==> src/rtl/keyboard_note_decoder.sv <==
// PS/2 set-2 scan-code receiver that maps 25 note keys to freq_id 0..24 with a new_f strobe.
// Optional odd-parity checking is enabled by defining PS2_PARITY_CHECK_EN.
module keyboard_note_decoder #(
    parameter int FILTER_LEN     = 8,
    parameter int TIMEOUT_CYCLES = 65000
) (
    input  logic       clock,
    input  logic       reset,
    input  logic       ps2_clk,
    input  logic       ps2_data,
    output logic [4:0] freq_id,
    output logic       new_f,
    output logic       key_held,
    output logic       parity_err
);

    // state     | meaning
    // ST_IDLE   | waiting for a start bit (data low on fall_e)
    // ST_DATA   | shifting in 8 data bits, LSB first
    // ST_PARITY | sampling the parity bit
    // ST_STOP   | sampling the stop bit, byte valid if high
    typedef enum logic [1:0] {
        ST_IDLE   = 2'd0,
        ST_DATA   = 2'd1,
        ST_PARITY = 2'd2,
        ST_STOP   = 2'd3
    } state_t;

    localparam int FW = (FILTER_LEN > 1) ? $clog2(FILTER_LEN) : 1;
    localparam int TW = $clog2(TIMEOUT_CYCLES + 1);
    localparam logic [FW-1:0] FLT_LOAD = FW'(FILTER_LEN - 1);
    localparam logic [TW-1:0] TMO_LOAD = TW'(TIMEOUT_CYCLES - 1);

    logic          clk_s1, clk_s2, dat_s1, dat_s2;
    logic          clk_f;
    logic [FW-1:0] flt_cnt;
    logic          fall_e;

    state_t        state, state_nx;
    logic [7:0]    shift;
    logic [2:0]    bit_cnt;
    logic [TW-1:0] tmo_cnt;
    logic          byte_valid;
    logic          ext_pend, break_pend;
    logic          map_hit;
    logic [4:0]    map_id;

    // The filtered level only flips after FILTER_LEN consecutive disagreeing samples.
    always_ff @(posedge clock) begin
        if (reset) begin
            clk_s1  <= 1'b1;
            clk_s2  <= 1'b1;
            dat_s1  <= 1'b1;
            dat_s2  <= 1'b1;
            clk_f   <= 1'b1;
            flt_cnt <= FLT_LOAD;
            fall_e  <= 1'b0;
        end else begin
            clk_s1 <= ps2_clk;
            clk_s2 <= clk_s1;
            dat_s1 <= ps2_data;
            dat_s2 <= dat_s1;
            fall_e <= 1'b0;
            if (clk_s2 == clk_f) begin
                flt_cnt <= FLT_LOAD;
            end else if (flt_cnt == '0) begin
                clk_f   <= clk_s2;
                flt_cnt <= FLT_LOAD;
                fall_e  <= clk_f;
            end else begin
                flt_cnt <= flt_cnt - 1'b1;
            end
        end
    end

    always_ff @(posedge clock) begin
        if (reset) state <= ST_IDLE;
        else       state <= state_nx;
    end

    always_comb begin
        state_nx = state;
        if (fall_e) begin
            case (state)
                ST_IDLE:   if (!dat_s2) state_nx = ST_DATA;
                ST_DATA:   if (bit_cnt == 3'd7) state_nx = ST_PARITY;
                ST_PARITY: state_nx = ST_STOP;
                default:   state_nx = ST_IDLE;
            endcase
        end else if (state != ST_IDLE && tmo_cnt == '0) begin
            state_nx = ST_IDLE;
        end
    end

`ifdef PS2_PARITY_CHECK_EN
    logic par_bit;
    logic par_fail;
`endif

    always_ff @(posedge clock) begin
        if (reset) begin
            shift      <= '0;
            bit_cnt    <= '0;
            tmo_cnt    <= TMO_LOAD;
            byte_valid <= 1'b0;
`ifdef PS2_PARITY_CHECK_EN
            par_bit    <= 1'b0;
            par_fail   <= 1'b0;
`endif
        end else begin
            byte_valid <= 1'b0;
`ifdef PS2_PARITY_CHECK_EN
            par_fail   <= 1'b0;
`endif
            if (fall_e || state == ST_IDLE) tmo_cnt <= TMO_LOAD;
            else if (tmo_cnt != '0)         tmo_cnt <= tmo_cnt - 1'b1;
            if (fall_e) begin
                case (state)
                    ST_IDLE: bit_cnt <= '0;
                    ST_DATA: begin
                        shift   <= {dat_s2, shift[7:1]};
                        bit_cnt <= bit_cnt + 1'b1;
                    end
                    ST_PARITY: begin
`ifdef PS2_PARITY_CHECK_EN
                        par_bit <= dat_s2;
`endif
                    end
                    default: begin
`ifdef PS2_PARITY_CHECK_EN
                        if (dat_s2) begin
                            if (^{shift, par_bit}) byte_valid <= 1'b1;
                            else                   par_fail   <= 1'b1;
                        end
`else
                        byte_valid <= dat_s2;
`endif
                    end
                endcase
            end
        end
    end

`ifdef PS2_PARITY_CHECK_EN
    always_ff @(posedge clock) begin
        if (reset) parity_err <= 1'b0;
        else       parity_err <= par_fail;
    end
`else
    assign parity_err = 1'b0;
`endif

    always_comb begin
        map_hit = 1'b1;
        map_id  = 5'd0;
        case (shift)
            8'h1A: map_id = 5'd0;
            8'h1B: map_id = 5'd1;
            8'h22: map_id = 5'd2;
            8'h23: map_id = 5'd3;
            8'h21: map_id = 5'd4;
            8'h2A: map_id = 5'd5;
            8'h34: map_id = 5'd6;
            8'h32: map_id = 5'd7;
            8'h33: map_id = 5'd8;
            8'h31: map_id = 5'd9;
            8'h3B: map_id = 5'd10;
            8'h3A: map_id = 5'd11;
            8'h15: map_id = 5'd12;
            8'h1E: map_id = 5'd13;
            8'h1D: map_id = 5'd14;
            8'h26: map_id = 5'd15;
            8'h24: map_id = 5'd16;
            8'h2D: map_id = 5'd17;
            8'h2E: map_id = 5'd18;
            8'h2C: map_id = 5'd19;
            8'h36: map_id = 5'd20;
            8'h35: map_id = 5'd21;
            8'h3D: map_id = 5'd22;
            8'h3C: map_id = 5'd23;
            8'h43: map_id = 5'd24;
            default: map_hit = 1'b0;
        endcase
    end

    // Extended (E0-prefixed) codes are swallowed so arrow/nav keys never play notes.
    always_ff @(posedge clock) begin
        if (reset) begin
            freq_id    <= '0;
            new_f      <= 1'b0;
            key_held   <= 1'b0;
            ext_pend   <= 1'b0;
            break_pend <= 1'b0;
        end else begin
            new_f <= 1'b0;
            if (byte_valid) begin
                if (shift == 8'hE0) begin
                    ext_pend   <= 1'b1;
                    break_pend <= 1'b0;
                end else if (shift == 8'hF0) begin
                    break_pend <= 1'b1;
                end else begin
                    break_pend <= 1'b0;
                    if (ext_pend) begin
                        ext_pend <= 1'b0;
                    end else if (map_hit) begin
                        if (!break_pend) begin
                            if (!(key_held && map_id == freq_id)) begin
                                freq_id  <= map_id;
                                key_held <= 1'b1;
                                new_f    <= 1'b1;
                            end
                        end else if (map_id == freq_id) begin
                            key_held <= 1'b0;
                        end
                    end
                end
            end
        end
    end

endmodule
==> config.mk <==
export PLATFORM = sky130hd
export DESIGN_NAME = keyboard_note_decoder
export DESIGN_NICKNAME = d
export VERILOG_FILES = /design/src/rtl/keyboard_note_decoder.sv
export SDC_FILE = /design/constraint.sdc
export NUM_CORES = 1
export LEC_CHECK = 0
export CAP_MARGIN = 20
export CORE_UTILIZATION = 45
export CTS_CLUSTER_SIZE = 10
export DETAILED_ROUTE_END_ITERATION = 16
export GPL_ROUTABILITY_DRIVEN = 0
export PLACE_DENSITY = 0.69
export SYNTH_ARGS = -nofsm -noshare
export SYNTH_HDL_FRONTEND = slang
export SYNTH_SLANG_ARGS = --single-unit
==> constraint.sdc <==
create_clock -name clock -period 3.2 [get_ports clock]
set_input_delay 0.96 -clock clock [delete_from_list [all_inputs] [get_ports clock]]
set_output_delay 0.96 -clock clock [all_outputs]
set_load 0.02 [all_outputs]
# ---- Word level (Yosys, flattened, before mapping)
# Index checks and enable logic that the tools add are counted.
dict set report totals {
  register_bits 48
  input_bits 4
  out_inout_bits 8
  word_cells 106
}
dict set report classes {
  add_sub_neg 3
  n_eq_ne 37
  n_mux 16
  bitwise_logic 10
  reduce_logical 23
}
# cell count
set op_table {}
lappend op_table {{8-bit by 6-bit == test with 1-bit output (second input constant)} 19}
lappend op_table {{5-bit one-hot mux with 24 select lines} 1}
lappend op_table {{8-bit by 5-bit == test with 1-bit output (second input constant)} 5}
lappend op_table {{25-bit OR reduction} 1}
lappend op_table {{8-bit == test (second input constant)} 2}
lappend op_table {{16-bit zero test} 1}
lappend op_table {{16-bit nonzero test} 1}
lappend op_table {{16-bit by 1-bit subtractor with 16-bit output (second input constant)} 1}
lappend op_table {{7-bit AND reduction} 2}
lappend op_table {{1-bit inverter} 10}
lappend op_table {{1-bit 2-to-1 mux} 9}
lappend op_table {{8-bit by 7-bit == test with 1-bit output (second input constant)} 1}
lappend op_table {{2-bit 2-to-1 mux} 4}
lappend op_table {{2-bit AND reduction} 4}
lappend op_table {{7-bit OR reduction} 1}
lappend op_table {{3-bit inequality test (second input constant)} 2}
lappend op_table {{2-bit one-hot mux with 3 select lines} 1}
lappend op_table {{3-bit one-hot mux with 2 select lines} 1}
lappend op_table {{2-bit nonzero test} 3}
lappend op_table {{3-bit OR reduction} 2}
lappend op_table {{5-bit == test} 1}
lappend op_table {{5-bit OR reduction} 1}
lappend op_table {{2-bit inequality test (second input constant)} 2}
lappend op_table {{3-bit by 1-bit adder with 3-bit output (second input constant)} 1}
lappend op_table {{12 further kinds} 13}

# ---- Longest topological paths before layout
dict set report depth {
  depth_word 6
  mapped_depth 9
  ltp_nobuf 9
}

# ---- Worst setup path before layout
# No wires, ideal clock.
dict set report synth_path {
  path_type {reg-to-reg}
  start {register shift[3]}
  end {register freq_id[1]}
  setup_ns 0.123
  arrival_ns 2.039
  t_required_ns 3.077
  setup_slack_ns 1.038
  stages_incl_launch_ff 9
  path_buffers 1
  period_less_slack_ns 2.162
  cell_sequence {dfxtp_1 > buf_4 > or4bb_1 > o211ai_1 > a222oi_1 > a311oi_2 > nand2b_1 > a31oi_2 > mux2_1}
}
dict set report synth_between {
  elab_chain_len 6
  elab_cells_between_ends 36
  classes_between {28 x eq/ne; 2 x mux; 3 x bitwise; 3 x reduce/logical}
}
# element line_no
set synth_rtl {}
lappend synth_rtl {{start, declared} 40} ;# logic [7:0] shift;
lappend synth_rtl {{start signal, assigned} 121} ;# shift <= {dat_s2, shift[7:1]};
lappend synth_rtl {{8-bit by 7-bit == test with 1-bit output, or another cell as far along} 156} ;# case (shift)
lappend synth_rtl {{5-bit one-hot mux with 24 select lines} 156}
lappend synth_rtl {{5-bit == test} 208} ;# if (!(key_held && map_id == freq_id)) begin
lappend synth_rtl {{1-bit logical AND} 208}
lappend synth_rtl {{1-bit inverter (no source line)} -}
lappend synth_rtl {{7-bit AND reduction (no source line)} -}
lappend synth_rtl {{end signal, assigned} 209} ;# freq_id <= map_id;
lappend synth_rtl {{end, declared} 11} ;# output logic [4:0] freq_id,
# Parallel ways exist; a longest one is shown, timed or not.
# A chain may end at the register's enable or synchronous reset.

# ---- Worst setup path in the final report
dict set report layout_path {
  start {register shift[4]}
  end {register freq_id[4]}
}
# Same word-level chain as after synthesis.

==> run metrics <==
Setup CP Type=reg2reg; HPWL Detailed=3.49 mm; Synth Area in Adders=0.0376; VDD IR-drop max=0.264 mV; Syn Inst Count=314; Layout Skew=0.00843 ns; Syn Nets=roughly 330; ys flop type=dfxtp_1; DR pass1 iterations=5; drt wl/cell=12.4 um; total number of yosys warnings=0; total CTS buffers=5; largest family of logic cells by synthesized area=simple AND/OR/NAND/NOR gates; clk slew on worst S/H paths=roughly 0.080 ns; setup bufs post-CTS=0; Synth Cell Area=approximately 2700 sq um; # rows=27; complex-gate fraction of the synthesized area=0.172; Design Power=approximately 0.94 mW; DRC Markers=0; Reg-to-Reg Start=shift[4]$_SDFFE_PP0P_; largest net degree at the start of global routing=24; clk buf depth=2; Cells on Worst Hold Path=1; final setup TNS=0 ns; initial antenna violation count=0; Static Leak=0.942 nW; root buf cell=clkbuf_8; CP Capture Point=freq_id[4]$_SDFFE_PP0P_; IO Port Bufs=10; Max Slew Vio Count=0; most frequent cells in the layout=48 x dfxtp_1, 40 x nand2_1, 27 x nor2_1; vias in the first global route=1981; Cell variety after synth=67; fraction of the yosys area taken by sequential cells=0.361; worst hold margin=0.384 ns; worst endpoint required time=approximately 3.4 ns; Worst-Margin Slew=0.695 ns; total gr overflow=0; most common cell after layout, fill and taps aside=dfxtp_1; IO Count=12; # setup viols final=0; xor and xnor area share after synthesis=0.0493; unrepaired setup endpoints after global routing=false; GRT Overall Usage=0.174; Die X=a little under 80 um; CTS Sinks=48; Final Non-Filler Cells=between 300 and 400; Hold Crit Class=reg2reg; drt first-iter violations=128; reg2reg end=freq_id[4]$_SDFFE_PP0P_; DRT antenna net count=0; EDFF count, synth=0; maxcap violations=0; Worst-Skew Late Latency=0.29 ns; ant diodes=0; reg-to-reg slack, setup=0.42 ns; first-pass GRT wire length=8.72 mm; Initial Utilization=0.475; status=finished, final reports clean; fmax=360 MHz; Die Span Y=between 70 and 80 um; area of the core=5610 sq um; total number of vias=2139; min-delay src=flt_cnt[0]$_SDFF_PP1_; reg2reg path depth=7; Setup crit start kind=flop; CTS resizes=0; Crit. End Element=flop; share of layout cells above drive strength 1=0.0823; Slew Limit Headroom=0.536; Crit. Startpoint=shift[4]$_SDFFE_PP0P_; pwr/cell area=332 nW/um^2; CTS Hold Bufs=0; Vias/cell=approximately 5.5; fillers=552; H-tree depth=2; Max FO, Critical Path=16; mean post-synth cell area=8.48 sq um; CTS tree=built; Routed WL=4.82 mm; nets=328; Yosys reg bits=48; area grow syn2layout=6.91%; Final min period=2.78 ns; asr flop ratio synth=0; placed instance count=381; post-synthesis mux area share=0.0160; Post-Synth Simple-Gate Area=0.310; DIE AREA=between 6000 and 7000 sq um; period utilization=0.869; CP Data Arrival Time=2.97 ns; Hold Violations, Final=0
-- stage by stage --
stage / util / setup WS, ns / area [sq um]
CTS: 0.508 / 0.444 / 2850
detailed placement: 0.494 / 0.465 / 2770
global route: 0.508 / 0.224 / 2850
floorplan: - / 1.04 / 2660
finish: 0.508 / 0.420 / 2850
global placement: 0.494 / 0.575 / 2770
-- metal layers --
| metal | global-route usage | part of all wire |
|---|---|---|
| met1 | 0.231 | 0.51 |
| met2 | 0.280 | 0.45 |
| met3 | 0.0322 | 0.025 |
| met4 | 0.0691 | 0.015 |
| met5 | 0 | 0 |
-- synth_stat cells (all sizes together) (4+ instances only) --
| cell | n | area share |
|---|---|---|
| dfxtp | 48 | 0.36 |
| nand2 | 40 | 0.056 |
| nor2 | 27 | 0.038 |
| a21oi | 16 | 0.030 |
| o21ai | 14 | 0.026 |
| buf | 11 | 0.030 |
| xnor2 | 11 | 0.036 |
| nor2b | 10 | 0.023 |
| nor3 | 10 | 0.021 |
| inv | 9 | 0.013 |
| ha | 8 | 0.038 |
| nand2b | 8 | 0.019 |
| nand3 | 8 | 0.015 |
| clkbuf | 7 | 0.0099 |
| or3 | 7 | 0.016 |
| a22oi | 4 | 0.011 |
| and3 | 4 | 0.0094 |
| nor3b | 4 | 0.013 |
| nor4 | 4 | 0.012 |
| or2 | 4 | 0.0094 |
| xor2 | 4 | 0.013 |
-- final cells by class --
type                       instances  area [sq um]  area share
multi-input combinational        239          1560       0.549
sequential                        48           961       0.338
timing repair buffer              13           123      0.0431
tap                               72          90.1      0.0316
clock buffer                       6          72.6      0.0255
inverter                           9          33.8      0.0119
clock inverter                     1          5.00     0.00176
-- report_power, final --
part | switching, mW | internal (mW) | leakage (nW)
sequential | 0.00116 | 0.599 | 0.388
clock | 0.179 | 0.149 | 0.0410
combinational | 0.00868 | 0.00713 | 0.513
-- cell families (layout without fill, tap and decap cells) --
logic type / count (synthesis) / count (layout)
AND/OR/NAND/NOR: 150 / 150
AO/OA/AOI/OAI: 61 / 61
flip-flops: 48 / 48
buffers and inverters: 27 / 29
XOR/XNOR: 15 / 15
adder cells (fa/ha/maj): 8 / 8
multiplexers: 4 / 4
other: 1 / 1
-- worst max-delay path, stage by stage (launching register included) --
cell	delay, ns
dfxtp_1	0.66
nor3b_2	0.51
nand4_1	0.26
and3_1	0.27
a211oi_1	0.24
o2111a_1	0.27
a31oi_2	0.13
mux2_1	0.33
-- worst min-delay path by stage --
stage                                       end  slack (ns)
final                     flt_cnt[0]$_SDFF_PP1_        0.38
after detailed placement  flt_cnt[0]$_SDFF_PP1_        0.37
after floorplan           flt_cnt[0]$_SDFF_PP1_        0.36
after global placement    flt_cnt[0]$_SDFF_PP1_        0.37
after CTS                 flt_cnt[0]$_SDFF_PP1_        0.39
after global routing          dat_s2$_SDFF_PP1_        0.41
-- sequential cells by signal, indices dropped and copies added (netlist names) --
name and cells:
fall_e 1, shift 8, new_f 1, state 2, dat_s2 1, clk_s1 1
bit_cnt 3, clk_s2 1, break_pend 1, byte_valid 1, tmo_cnt 16, clk_f 1
dat_s1 1, freq_id 5, key_held 1, ext_pend 1, flt_cnt 3
Note: power is estimated with default switching activity, not from simulation.
